`src/rtl/seq_code_lock_pkg.sv`:
```
// Shared definitions for the sequential code lock.
//   lock_state_e : FSM state encoding (2'd3 is illegal and recovers to ENTRY)
//   clog2_safe   : $clog2 clamped to a minimum width of 1
//   max_int      : larger of two integers, for width calculations
package seq_code_lock_pkg;

   typedef enum logic [1:0] {
      ENTRY   = 2'd0,
      OPEN    = 2'd1,
      LOCKOUT = 2'd2
   } lock_state_e;

   function automatic int clog2_safe(input int v);
      int w;
      w = $clog2(v);
      return (w < 1) ? 1 : w;
   endfunction

   function automatic int max_int(input int a, input int b);
      return (a > b) ? a : b;
   endfunction

endpackage

```
`src/rtl/seq_code_lock_timer.sv`:
```
// Loadable down-counter used for both the unlock hold and the lockout period.
//   clk      : clock, rising edge
//   reset    : synchronous, active-high
//   load     : load load_val and start counting
//   load_val : initial count (period - 1)
//   expired  : high on the last cycle of the period (count==0 while active)
module lock_timer #(
   parameter int W = 4
) (
   input  logic         clk,
   input  logic         reset,
   input  logic         load,
   input  logic [W-1:0] load_val,
   output logic         expired
);

   logic [W-1:0] count;
   logic         active;

   always_ff @(posedge clk) begin
      if (reset) begin
         count  <= '0;
         active <= 1'b0;
      end else if (load) begin
         count  <= load_val;
         active <= 1'b1;
      end else if (active) begin
         // Stop at zero so expired lasts exactly one cycle.
         if (count == '0) active <= 1'b0;
         else             count  <= count - 1'b1;
      end
   end

   assign expired = active && (count == '0);

endmodule

```
`src/rtl/seq_code_lock.sv`:
```
// Parametrised sequential combination lock.
// Accepts N_STEPS codes of CODE_W bits, one per enter strobe. A complete
// correct sequence holds unlocked high for UNLOCK_CYCLES cycles; MAX_FAILS
// wrong entries in a row force a LOCKOUT_CYCLES lockout (MAX_FAILS=0
// disables lockout).
//   clk      : clock, rising edge
//   reset    : synchronous, active-high
//   code_in  : code word, sampled only when enter=1
//   enter    : entry strobe, every high cycle is one entry
//   unlocked : high while OPEN
//   lockout  : high while LOCKOUT
//   step     : index of the next expected code
//   fails    : wrong entries since last success or lockout
//   err      : one-cycle pulse after a wrong entry
module seq_code_lock
   import seq_code_lock_pkg::*;
#(
   parameter int                          CODE_W         = 5,
   parameter int                          N_STEPS        = 3,
   parameter logic [N_STEPS*CODE_W-1:0]   CODES          = 15'h7590,
   parameter int                          UNLOCK_CYCLES  = 4,
   parameter int                          MAX_FAILS      = 3,
   parameter int                          LOCKOUT_CYCLES = 16
) (
   input  logic                                  clk,
   input  logic                                  reset,
   input  logic [CODE_W-1:0]                     code_in,
   input  logic                                  enter,
   output logic                                  unlocked,
   output logic                                  lockout,
   output logic [clog2_safe(N_STEPS)-1:0]        step,
   output logic [clog2_safe(MAX_FAILS+1)-1:0]    fails,
   output logic                                  err
);

   localparam int SW = clog2_safe(N_STEPS);
   localparam int FW = clog2_safe(MAX_FAILS + 1);
   localparam int TW = clog2_safe(max_int(UNLOCK_CYCLES, LOCKOUT_CYCLES) + 1);

   lock_state_e       state;
   logic [CODE_W-1:0] exp_code;
   logic              in_entry;
   logic              hit;
   logic              miss;
   logic              last;
   logic              resync;
   logic              trip;
   logic              t_load;
   logic [TW-1:0]     t_val;
   logic              t_expired;

   // Entry decode. Everything is gated by enter so code_in is a don't-care
   // when no entry is being made.
   always_comb begin
      exp_code = CODES[int'(step)*CODE_W +: CODE_W];
      in_entry = (state == ENTRY);
      hit      = in_entry && enter && (code_in == exp_code);
      miss     = in_entry && enter && (code_in != exp_code);
      last     = (step == SW'(N_STEPS - 1));
      // A wrong code that happens to be the first code starts a new attempt.
      resync   = (code_in == CODES[CODE_W-1:0]);
      trip     = (MAX_FAILS != 0) && ((int'(fails) + 1) == MAX_FAILS);
      t_load   = (hit && last) || (miss && trip);
      t_val    = (hit && last) ? TW'(UNLOCK_CYCLES - 1) : TW'(LOCKOUT_CYCLES - 1);
   end

   // One timer serves both OPEN and LOCKOUT since they never overlap.
   lock_timer #(.W(TW)) u_timer (
      .clk      (clk),
      .reset    (reset),
      .load     (t_load),
      .load_val (t_val),
      .expired  (t_expired)
   );

   always_ff @(posedge clk) begin
      if (reset) begin
         state    <= ENTRY;
         step     <= '0;
         fails    <= '0;
         unlocked <= 1'b0;
         lockout  <= 1'b0;
         err      <= 1'b0;
      end else begin
         err <= 1'b0;
         case (state)
            ENTRY: begin
               if (hit) begin
                  if (last) begin
                     state    <= OPEN;
                     unlocked <= 1'b1;
                     step     <= '0;
                     fails    <= '0;
                  end else begin
                     step <= step + 1'b1;
                  end
               end else if (miss) begin
                  err <= 1'b1;
                  if (trip) begin
                     state   <= LOCKOUT;
                     lockout <= 1'b1;
                     step    <= '0;
                     fails   <= FW'(MAX_FAILS);
                  end else begin
                     // With MAX_FAILS=0 the counter wraps; otherwise hold at the cap.
                     if (MAX_FAILS == 0 || int'(fails) < MAX_FAILS)
                        fails <= fails + 1'b1;
                     step <= resync ? SW'(1) : '0;
                  end
               end
            end
            OPEN: begin
               if (t_expired) begin
                  state    <= ENTRY;
                  unlocked <= 1'b0;
               end
            end
            LOCKOUT: begin
               step <= '0;
               if (t_expired) begin
                  state   <= ENTRY;
                  lockout <= 1'b0;
                  fails   <= '0;
               end
            end
            default: begin
               state    <= ENTRY;
               step     <= '0;
               unlocked <= 1'b0;
               lockout  <= 1'b0;
            end
         endcase
      end
   end

endmodule

```
`config.mk`:
```
export PLATFORM = sky130hd
export DESIGN_NAME = seq_code_lock
export DESIGN_NICKNAME = d
export VERILOG_FILES = /design/src/rtl/seq_code_lock_pkg.sv /design/src/rtl/seq_code_lock_timer.sv /design/src/rtl/seq_code_lock.sv
export SDC_FILE = /design/constraint.sdc
export NUM_CORES = 1
export LEC_CHECK = 0
export ABC_AREA = 1
export BUFFER_PORTS_ARGS = -buffer_cell sky130_fd_sc_hd__buf_2
export CAP_MARGIN = 25
export CORE_UTILIZATION = 25
export CTS_CLUSTER_SIZE = 16
export DETAILED_ROUTE_END_ITERATION = 10
export SYNTH_ARGS = -nofsm -noshare
export SYNTH_HDL_FRONTEND = slang
export SYNTH_SLANG_ARGS = --single-unit
```
`constraint.sdc`:
```
create_clock -name clk -period 1.55 [get_ports clk]
set_input_delay 0.2325 -clock clk [delete_from_list [all_inputs] [get_ports clk]]
set_output_delay 0.2325 -clock clk [all_outputs]
set_load 0.005 [all_outputs]
```
Word-level counts from Yosys, hierarchy flattened:

Index checks and enable logic that the tools add are counted.

* bits in registers: 15
* latch bits: 0
* memory bits (writable): 0
* ROM bits: 0
* input port bits: 8
* output and inout port bits: 7
* logic and storage cells: 91
* memories kept: 0

* add/subtract/negate cells: 4
* $mul: 1
* div/mod/pow operators: 0
* order comparisons: 1
* equality and inequality tests: 20
* shift operators: 1
* mux-type cells: 34
* bitwise operators: 3
* reduce and logical (&&, ||, !) cells: 19

Operators by type and width (count)
* $mux W2: 13
* $mux W5: 3
* $shiftx A15 B6 Y5 const A: 1
* $mux W1: 12
* $pmux W2 S2: 3
* $ne A2 B1 Y1 const B: 5
* $reduce_and A5 Y1: 2
* $ne A2 B2 Y1 const B: 4
* $reduce_and A4 Y1: 2
* $logic_and A1 B1 Y1: 6
* $ne A3 B1 Y1 const B: 2
* $pmux W1 S3: 2
* $eq A5 B5 Y1: 1
* $eq A5 B5 Y1 const B: 1
* $logic_not A5 Y1: 1
* $mul A2 B3 Y5 const B: 1
* $ne A5 B5 Y1: 1
* $sub A5 B1 Y5 const B: 1
* $add A2 B1 Y2 const B: 2
* $eq A2 B2 Y1 const B: 2
* $mux W4: 1
* $ne A4 B1 Y1 const B: 1
* $reduce_and A2 Y1: 2
* $reduce_bool A2 Y1: 2
* other kinds (10): 12

Depth between registers and ports, before layout:

Gate-level depths: netlist of run 1.

* depth after elaboration: 8
* gate-level depth with buffers: 13
* depth with buffers taken out: 13

By module:

Synthesis of run 1 repeated with hierarchy kept, for this count alone.

* cell total of the unflattened synthesis: 163
* area total of the unflattened synthesis: 1077.3 sq um

By module, submodules not included
* seq_code_lock: times used 1, cells each 109, area an instance 732.0 sq um, sequential area each 180.2 sq um
* lock_timer: times used 1, cells each 54, area an instance 345.3 sq um, sequential area each 120.1 sq um

Worst setup path after synthesis of run 1:

OpenSTA, ideal clock, no wires.

* path kind: flip-flop to flip-flop
* from: register step[0]
* to: register fails[1]
* setup time: 0.113 ns
* data arrival time: 1.497 ns
* data required time: 1.437 ns
* path slack: -0.060 ns
* cell stages (with the launch flop): 13
* path buffers: 0
* clock period less this slack: 1.610 ns
* cells stage by stage: dfxtp_1 > inv_1 > ha_1 > nor2_1 > nand2_1 > nand2_1 > nand4_4 > nand2_2 > nor2_2 > nor2_4 > nand2_1 > nand2_1 > nor2_1

* cells in the longest elaborated chain, start to end: 6
* elaborated cells on any way between the ends: 13
* classes of those cells: 1 x mul; 6 x eq/ne; 1 x shift; 2 x mux; 3 x reduce/logical

RTL lines
* from (decl): line seq_code_lock.sv:31 `output logic [clog2_safe(N_STEPS)-1:0] step,`
* from (signal assigned): line seq_code_lock.sv:95 `step <= step + 1'b1;`
* from (signal assigned): line seq_code_lock.sv:108 `step <= resync ? SW'(1) : '0;`
* $mul A2 B3 Y5: line seq_code_lock.sv:55 `exp_code = CODES[int'(step)*CODE_W +: CODE_W];`
* $shiftx A15 B6 Y5: line seq_code_lock.sv:55
* $eq A5 B5 Y1 or $ne A5 B5 Y1 (tied branches): line seq_code_lock.sv:57, seq_code_lock.sv:58
* $logic_and A1 B1 Y1, on equally long branches: line seq_code_lock.sv:57, seq_code_lock.sv:58
* $ne A4 B1 Y1 (no line), or another cell as far along
* $reduce_and A5 Y1 (no line) or $pmux W2 S2 (tied branches)
* to (signal assigned): line seq_code_lock.sv:103 `fails <= FW'(MAX_FAILS);`
* to (signal assigned): line seq_code_lock.sv:107 `fails <= fails + 1'b1;`
* to (decl): line seq_code_lock.sv:32 `output logic [clog2_safe(MAX_FAILS+1)-1:0] fails,`

Several ways; a longest one is shown, not always the timed one.
A chain may end at the register's enable or synchronous reset.

Final worst setup path of run 1:

* from: register step[1]
* to: register fails[0]

The elaborated chain is that of the path after synthesis.

==> impl_metrics.env, run 1 <==
export IMPL_outcome="finished, violations left"
export IMPL_ios=15
export IMPL_cp_max_fo=4
export IMPL_switching_power_mw=0.842
export IMPL_fin_util_pct=36.1
export IMPL_async_flop_share_pct=0
export IMPL_wirelength_um=2340
export IMPL_drt_iter0_markers=31
export IMPL_synthCells=155
export IMPL_netlist_area_um2=1070
export IMPL_synth_area_leaders="dfxtp_1 28%, ha_1 13%, nand2_1 10%, inv_1 7.7%, nor2_1 7.4%"
export IMPL_clk_latency_ns=0.25
export IMPL_clk_path_buf_depth=2
export IMPL_synth_largest_area_cell="dfxtp_1"
export IMPL_yosys_cell_types_count=22
export IMPL_grt_pass1_wl_um=4000
export IMPL_clk_pin_slew_worst_paths_ns=0.06
export IMPL_grt_usage_pct=12.1
export IMPL_grt_max_degree=10
export IMPL_yosysWarnings=0
export IMPL_worst_pin_slew_ns=0.287
export IMPL_slew_headroom_pct=80.9
export IMPL_combPwrFrac_pct=56.7
export IMPL_setup_viol=4
export IMPL_clock_tree_htree_level_count=1
export IMPL_grt_ovfl_total=0
export IMPL_slew_violations=0
export IMPL_worstPathRequired_ns=1.70
export IMPL_cts_buffers_inserted=3
export IMPL_cts_tree="built"
export IMPL_wl_per_cell_um=9.93
export IMPL_die_h_um=67.3
export IMPL_vias_per_cell=4.40
export IMPL_ir_drop_uv=538
export IMPL_syn_nets=174
export IMPL_switching_share_pct=42.6
export IMPL_start_util_pct=26.3
export IMPL_place_hpwl_um=1780
export IMPL_netlist_area_leader_share_pct=28.2
export IMPL_die_w_um=67.3
export IMPL_synth_xor_area_share_pct=3.29
export IMPL_yosysMostFrequentCell="nand2_1"
export IMPL_antenna_left=0
export IMPL_drive_gt1_share_pct=37.1
export IMPL_finalCritPeriodShare_pct=102
export IMPL_p_leak_nw=0.721
export IMPL_crit_arrival_ns=1.72
export IMPL_synth_edf_count=0
export IMPL_r2r_setup_slack_ns=-0.03
export IMPL_grt_pass1_vias=964
export IMPL_cap_viol_max_count=0
export IMPL_die_area_um2=4530
export IMPL_antennaDiodeCount=0
export IMPL_hold_viol=0
export IMPL_p_seq_share_pct=27.1
export IMPL_vias=1039
export IMPL_ys_top_cells_by_count="29 x nand2_1, 22 x inv_1, 21 x nor2_1"
export IMPL_min_period_ns=1.58
export IMPL_dp_slack_ns=-0.105
export IMPL_port_buffers=14
export IMPL_synthMuxAreaShare_pct=0
export IMPL_gp_congestion=0.807
export IMPL_syn2layout_area_growth_pct=37.3
export IMPL_final_nets=206
export IMPL_dp_cells=229
export IMPL_antenna_found_initial=0
export IMPL_synth_seq_cells=15
export IMPL_synth_simple_area_share_pct=35.9
export IMPL_clockRootBuffer="clkbuf_8"
export IMPL_max_clock_freq_mhz=634
export IMPL_endpoint_kind="register"
export IMPL_startpoint_type="register"
export IMPL_synth_main_ff_cell="dfxtp_1"
export IMPL_hp_class="in2reg"
export IMPL_skew_ns=0.00575
export IMPL_rows=23
export IMPL_rsz0062_at_grt="true"
export IMPL_crit_type="reg2reg"
export IMPL_fp_coreArea_um2=4060
export IMPL_violations="negative setup slack"
export IMPL_final_cells=236
export IMPL_clock_sinks=15
export IMPL_synth_compound_area_share_pct=10.2
export IMPL_synth_top_family_by_area="simple AND/OR/NAND/NOR gates"
export IMPL_setup_ws_ns=-0.0278
export IMPL_clock_power_share_pct=16.2
export IMPL_drc=0
export IMPL_synth_fa_ha_area_share_pct=12.9
export IMPL_dr_pass1_iters=4
export IMPL_postSynthAreaPerCell_um2=6.88
export IMPL_intPower_mw=1.14
export IMPL_fin_hold_ws_ns=0.235
export IMPL_seq_area_frac_synth_pct=28.2
export IMPL_power_density_nw_per_um2=1350
## registers in the layout, summed over array words and instances (netlist names)
name	cells
step	2
unlocked	1
lockout	1
err	1
u_timer.count	5
u_timer.active	1
state	2
fails	2
## layer usage
| metal | global-route usage (%) | wire length, um | vias up |
|---|---|---|---|
| met2 | 19.4 | 1100 | 13 |
| met3 | 3.72 | 89 | 5 |
| met4 | 6.38 | 48 | 0 |
| met1 | 14.3 | 1110 | 459 |
| met5 | 0 | 0 | - |
| li1 | - | - | 562 |
## repair_timing
| action | 4_1_cts | 5_1_grt |
|---|---|---|
| hold buffers | 0 | 0 |
| setup buffers | 2 | 1 |
| pin swaps | 6 | 12 |
| hold endpoints to repair | 0 | 0 |
| gates resized for setup | 16 | 13 |
| endpoints found under the setup margin | 11 | 14 |
## worst max-delay path: stages, from the launching register on
cell     delay [ns]
dfxtp_4        0.38
inv_4          0.05
ha_4           0.25
inv_2          0.05
nand2_2        0.06
nand2_4        0.08
nand4_4        0.14
nand2_4        0.12
nor2_2         0.05
nor2_4         0.11
nand2_1        0.06
nand2_1        0.06
nor2_1         0.05
## kinds of logic after synthesis
family	count (synthesis)
flip-flops	15
buffers and inverters	27
AND/OR/NAND/NOR	77
AO/OA/AOI/OAI	21
adder cells (fa/ha/maj)	11
XOR/XNOR	4
## final timing paths
kind	start	endpoint	cells after the start
worst min register to register	unlocked	unlocked	2
worst max-delay path	step[1]	fails[0]	12
worst min-delay path	reset	u_timer.count[2]	2
worst max register to register	step[1]	fails[0]	12
## power groups by stage
| stage | registers, mW | clock network [mW] | logic, mW |
|---|---|---|---|
| global placement | 0.536 | 0 | 0.974 |
| floorplan | 0.533 | 0 | 0.746 |
| finish | 0.536 | 0.320 | 1.12 |
| detailed placement | 0.537 | 0 | 0.979 |
| CTS | 0.532 | 0.340 | 1.07 |
| global route | 0.549 | 0.359 | 1.27 |
## cells in the final DEF (no fill, tap or decap), drive strengths merged
master  netlist  final
a21oi        10     10
o211ai        1      1
nand3         7      7
or2           1      1
clkbuf        0      3
clkinv        0      1
a31oi         1      1
nand4         8      8
nor2         26     26
dfxtp        15     15
nand2        31     31
o21ai         9      9
xnor2         2      2
nor3          4      4
ha           11     11
xor2          2      2
inv          27     27
buf           0     27
## metrics by stage
step / instance area (um2) / setup TNS (ns) / total power, mW
after floorplan: 1070 / 0 / 1.28
final: 1460 / -0.0706 / 1.98
after CTS: 1410 / -0.00634 / 1.95
after global placement: 1280 / -0.214 / 1.51
after global routing: 1460 / -0.906 / 2.18
after detailed placement: 1280 / -0.698 / 1.52
## final cells by class
class	instances	area [um2]
Fill cell	441	2590
Multi-Input combinational cell	113	769
Sequential cell	15	305
Timing Repair Buffer	27	171
Inverter	27	109
Tap cell	50	62.6
Clock buffer	3	41.3
Clock inverter	1	5.00
Power figures use the tool's default switching activity.
==> run 2: changes to the inputs <==
Settings changed: CORE_MARGIN set to 5.
==> run 2 against run 1 <==
  * The run still ends with negative setup slack left
  * Via count increased by 2.4%
  * Combinational power about the same
  * Die area is 25% higher
  * Sequential power about the same
  * Non-clock buffer count unchanged
  * Critical path depth shrank 1
  * Clock-buffer cell count increased by 1
  * Critical endpoint unchanged
==> impl_metrics.env, run 2 (same netlist as run 1, synthesis figures left out) <==
export IMPL_outcome="finished, violations left"
export IMPL_violations="negative setup slack"
export IMPL_clock_sinks=15
export IMPL_grt_pass1_vias=1074
export IMPL_drive_gt1_share_pct=38.2
export IMPL_p_leak_nw=0.713
export IMPL_cts_hold_buf=0
export IMPL_grt_max_degree=10
export IMPL_startpoint_type="register"
export IMPL_cp_top_family="simple AND/OR/NAND/NOR gates"
export IMPL_dr_pass1_iters=4
export IMPL_wirelength_um=2590
export IMPL_crit_top_cell="nand2_1"
export IMPL_crit_arrival_ns=1.71
export IMPL_ios=15
export IMPL_grt_usage_pct=10.4
export IMPL_slew_violations=0
export IMPL_clk_latency_ns=0.25
export IMPL_die_area_um2=5670
export IMPL_start_util_pct=26.3
export IMPL_grt_ovfl_total=0
export IMPL_antennaDiodeCount=0
export IMPL_p_seq_share_pct=26.8
export IMPL_syn2layout_area_growth_pct=38.4
export IMPL_dp_slack_ns=-0.0702
export IMPL_combPwrFrac_pct=57.1
export IMPL_final_cells=236
export IMPL_dp_cells=229
export IMPL_hp_class="in2reg"
export IMPL_setup_ws_ns=-0.0130
export IMPL_drt_iter0_markers=64
export IMPL_rows=23
export IMPL_fin_hold_ws_ns=0.240
export IMPL_slew_headroom_pct=79.4
export IMPL_worstPathRequired_ns=1.69
export IMPL_largest_register="u_timer.count"
export IMPL_cp_slowest_stage_delay_ns=0.38
export IMPL_cts_buffers_inserted=3
export IMPL_vias_per_cell=4.51
export IMPL_cap_viol_max_count=0
export IMPL_place_hpwl_um=1790
export IMPL_ir_drop_uv=483
export IMPL_setup_viol=3
export IMPL_cpMaxStageDelayCell="dfxtp_4"
export IMPL_layout_commonest_cell="nand2_1"
export IMPL_max_clock_freq_mhz=640
export IMPL_worst_pin_slew_ns=0.308
export IMPL_finalCritPeriodShare_pct=101
export IMPL_final_nets=206
export IMPL_clock_power_share_pct=16.1
export IMPL_intPower_mw=1.15
export IMPL_total_power_mw=2.01
export IMPL_largest_reg_flops=5
export IMPL_clock_tree_htree_level_count=1
export IMPL_clk_path_buf_depth=2
export IMPL_hold_viol=0
export IMPL_rsz0062_at_grt="true"
export IMPL_die_h_um=75.3
export IMPL_power_density_nw_per_um2=1360
export IMPL_most_common_layout_cells="22 x nand2_1, 19 x nor2_1, 18 x inv_1"
export IMPL_cp_max_fo=4
export IMPL_skew_ns=0.00241
export IMPL_cp_num_buf_inv=2
export IMPL_gp_congestion=0.742
export IMPL_antenna_left=0
export IMPL_endpoint_kind="register"
export IMPL_cts_tree="built"
export IMPL_clockRootBuffer="clkbuf_8"
export IMPL_grt_pass1_wl_um=4560
export IMPL_drc=0
export IMPL_clk_pin_slew_worst_paths_ns=0.06
export IMPL_fp_coreArea_um2=4060
export IMPL_switching_power_mw=0.862
export IMPL_switching_share_pct=42.9
export IMPL_min_period_ns=1.56
export IMPL_wl_per_cell_um=11.0
export IMPL_worstPathCellList="inv_4, ha_4, inv_2, nand2_2, nand2_4, nand4_1, nand3_2, nor2_4, nand2_1, nand2_1, nor2_1"
export IMPL_die_w_um=75.3
export IMPL_antenna_found_initial=0
export IMPL_port_buffers=14
export IMPL_vias=1064
export IMPL_crit_type="reg2reg"
[run 2: metrics by stage]
stage | utilization, % | TNS (ns) | area, um2
2_1_floorplan | - | 0 | 1070
3_3_place_gp | 31.6 | -0.210 | 1280
3_5_place_dp | 31.6 | -0.426 | 1280
4_1_cts | 34.8 | 0 | 1410
5_1_grt | 36.4 | -0.949 | 1480
6_report | 36.4 | -0.0215 | 1480
[run 2: path summary, 6_finish.rpt]
path	startpoint	end	slack, ns	cells past startpoint
worst max register to register	step[1]	fails[0]	-0.01	11
worst min register to register	unlocked	unlocked	0.49	2
worst max-delay path	step[1]	fails[0]	-0.01	11
worst min-delay path	reset	u_timer.count[3]	0.24	2
[run 2: layout make-up]
| class | instances | area (um2) |
|---|---|---|
| fill | 432 | 2580 |
| multi-input combinational | 113 | 782 |
| sequential | 15 | 305 |
| timing repair buffer | 27 | 171 |
| inverter | 27 | 109 |
| tap | 50 | 62.6 |
| clock buffer | 4 | 45.0 |
[run 2: power groups by stage]
stage	clock (mW)	combinational [mW]	sequential, mW
floorplan	0	0.746	0.533
global placement	0	0.976	0.536
detailed placement	0	0.980	0.538
CTS	0.338	1.09	0.538
global route	0.352	1.31	0.552
finish	0.323	1.15	0.539
[run 2: layer usage]
| metal | part of all wire [%] | track usage, % |
|---|---|---|
| met1 | 46 | 12.9 |
| met2 | 48 | 17.2 |
| met4 | 1.0 | 2.33 |
| met5 | 0 | 0 |
| met3 | 4.3 | 3.69 |
[run 2: repair_timing]
action,in CTS,in global routing
endpoints found under the hold margin,0,0
pin swaps,11,6
endpoints found under the setup margin,11,14
resized for setup,18,14
buffers inserted,2,1
==> run 3: changes to the inputs <==
Settings changed: PLACE_DENSITY set to 0.49.
==> run 3 against run 2 <==
  * The flow still finishes with violations (negative setup slack)
  * Non-clock buffer count up 4
  * First-iteration DRC count down 39%
  * Cell count rose by 1.7%
  * Via count down 2.7%
  * Core utilization increased by 1.5 points
  * Clock-buffer cell count fell by 1
  * Sequential cell count unchanged
  * Hold slack lost 0.012 ns
  * Final area increased by 4.1%
  * Wire length is 5.5% lower
  * Fmax fell by 0.91%
  * Setup slack got worse by 0.014 ns
  * Highest routed layer unchanged
==> impl_metrics.env, run 3 (same netlist as run 1, synthesis figures left out) <==
export IMPL_antenna_found_initial=0
export IMPL_clock_sinks=15
export IMPL_grt_usage_pct=9.82
export IMPL_worstPathRequired_ns=1.74
export IMPL_cp_max_fo=6
export IMPL_max_clock_freq_mhz=634
export IMPL_clk_latency_ns=0.25
export IMPL_final_cells=240
export IMPL_die_h_um=75.3
export IMPL_cts_buffers_inserted=3
export IMPL_drive_gt1_share_pct=41.6
export IMPL_drt_iter0_markers=39
export IMPL_clockRootBuffer="clkbuf_8"
export IMPL_endpoint_kind="register"
export IMPL_port_buffers=14
export IMPL_setup_viol=4
export IMPL_setup_ws_ns=-0.0273
export IMPL_place_hpwl_um=1880
export IMPL_grt_pass1_vias=962
export IMPL_antennaDiodeCount=0
export IMPL_p_leak_nw=0.756
export IMPL_vias_per_cell=4.31
export IMPL_outcome="finished, violations left"
export IMPL_clk_path_buf_depth=2
export IMPL_final_nets=210
export IMPL_crit_arrival_ns=1.77
export IMPL_cpMaxStageDelayCell="dfxtp_2"
export IMPL_placed_area_um2=1300
export IMPL_hold_viol=0
export IMPL_fp_coreArea_um2=4060
export IMPL_dp_slack_ns=-0.0555
export IMPL_cp_slowest_stage_delay_ns=0.33
export IMPL_fin_setup_tns_ns=-0.0746
export IMPL_cp_num_buf_inv=1
export IMPL_layout_commonest_cell="nand2_1"
export IMPL_rows=23
export IMPL_final_cell_area_um2=1540
export IMPL_startpoint_type="register"
export IMPL_grt_pass1_wl_um=4260
export IMPL_slew_headroom_pct=80.2
export IMPL_start_util_pct=26.3
export IMPL_vias=1035
export IMPL_clock_tree_htree_level_count=1
export IMPL_rsz0062_at_grt="true"
export IMPL_cap_viol_max_count=0
export IMPL_min_period_ns=1.58
export IMPL_grt_ovfl_total=0
export IMPL_nFillCells=434
export IMPL_largest_register="u_timer.count"
export IMPL_dp_cells=232
export IMPL_ios=15
export IMPL_crit_type="reg2reg"
export IMPL_wirelength_um=2450
export IMPL_ir_drop_uv=554
export IMPL_die_area_um2=5670
export IMPL_seqCellArea_um2=303
export IMPL_violations="negative setup slack"
export IMPL_wl_per_cell_um=10.2
export IMPL_finalCritPeriodShare_pct=102
export IMPL_hp_class="in2reg"
export IMPL_multi_input_area_um2=808
export IMPL_fin_hold_ws_ns=0.228
export IMPL_drc=0
export IMPL_power_density_nw_per_um2=1360
export IMPL_antenna_left=0
export IMPL_skew_ns=0.00627
export IMPL_cts_tree="built"
export IMPL_gp_congestion=0.764
export IMPL_slew_violations=0
export IMPL_grt_max_degree=10
export IMPL_die_w_um=75.3
export IMPL_cts_hold_buf=0
export IMPL_worst_pin_slew_ns=0.296
export IMPL_largest_reg_flops=5
export IMPL_cp_top_family="simple AND/OR/NAND/NOR gates"
export IMPL_syn2layout_area_growth_pct=44.0
export IMPL_clk_pin_slew_worst_paths_ns=0.07
export IMPL_dr_pass1_iters=4
export IMPL_most_common_layout_cells="22 x nand2_1, 20 x nor2_1, 18 x inv_1"
export IMPL_worstPathCellList="buf_6, ha_4, o21ai_2, nand2_2, nor2_4, nand4_1, nand3_2, nor2_4, nand2_1, nand2_1, nor2_1"
==> run 3: report_power, final <==
part           switching (mW)  internal, mW
logic                   0.689         0.540
registers              0.0611         0.469
clock network           0.149         0.178
total                   0.899          1.19
==> run 3: worst paths after layout <==
| path | start | endpoint | depth (start not counted) | slack (ns) |
|---|---|---|---|---|
| max | step[1] | fails[1] | 11 | -0.03 |
| min | reset | step[0] | 2 | 0.23 |
| max reg2reg | step[1] | fails[1] | 11 | -0.03 |
| min reg2reg | state[1] | state[1] | 2 | 0.51 |
==> run 3: final cells by class <==
type	count	area share [%]
clock buffers	3	2.69
clock inverters	1	0.326
inverters	27	6.93
multi-input cells	113	52.6
flip-flops and latches	15	19.7
well taps	50	4.07
repair buffers	31	13.6
==> run 3: timing repair <==
action | CTS | global route
setup buffers | 2 | 2
gates resized for setup | 11 | 26
pin swaps | 6 | 15
setup endpoints to repair | 9 | 15
==> run 3: worst register-to-register path: stages, from the launching register on <==
cell	delay, ns
dfxtp_2	0.33
buf_6	0.12
ha_4	0.18
o21ai_2	0.13
nand2_2	0.08
nor2_4	0.11
nand4_1	0.16
nand3_2	0.14
nor2_4	0.06
nand2_1	0.05
nand2_1	0.05
nor2_1	0.11
==> run 3: through the flow <==
stage                     power, mW  util, %
after CTS                      1.97     35.0
after floorplan                1.28        -
final                          2.09     37.8
after global routing           2.30     37.8
after detailed placement       1.54     32.1
after global placement         1.54     32.1
==> run 3: per-layer routing <==
metal  up-vias  track usage, %  share of wire (%)  wire [um]
li1        568               -                  -          -
met1       455            13.3                 52       1270
met2        10            15.0                 44       1080
met3         2            3.56                3.7         91
met4         0            2.33               0.33          8
met5         -               0                  0          0
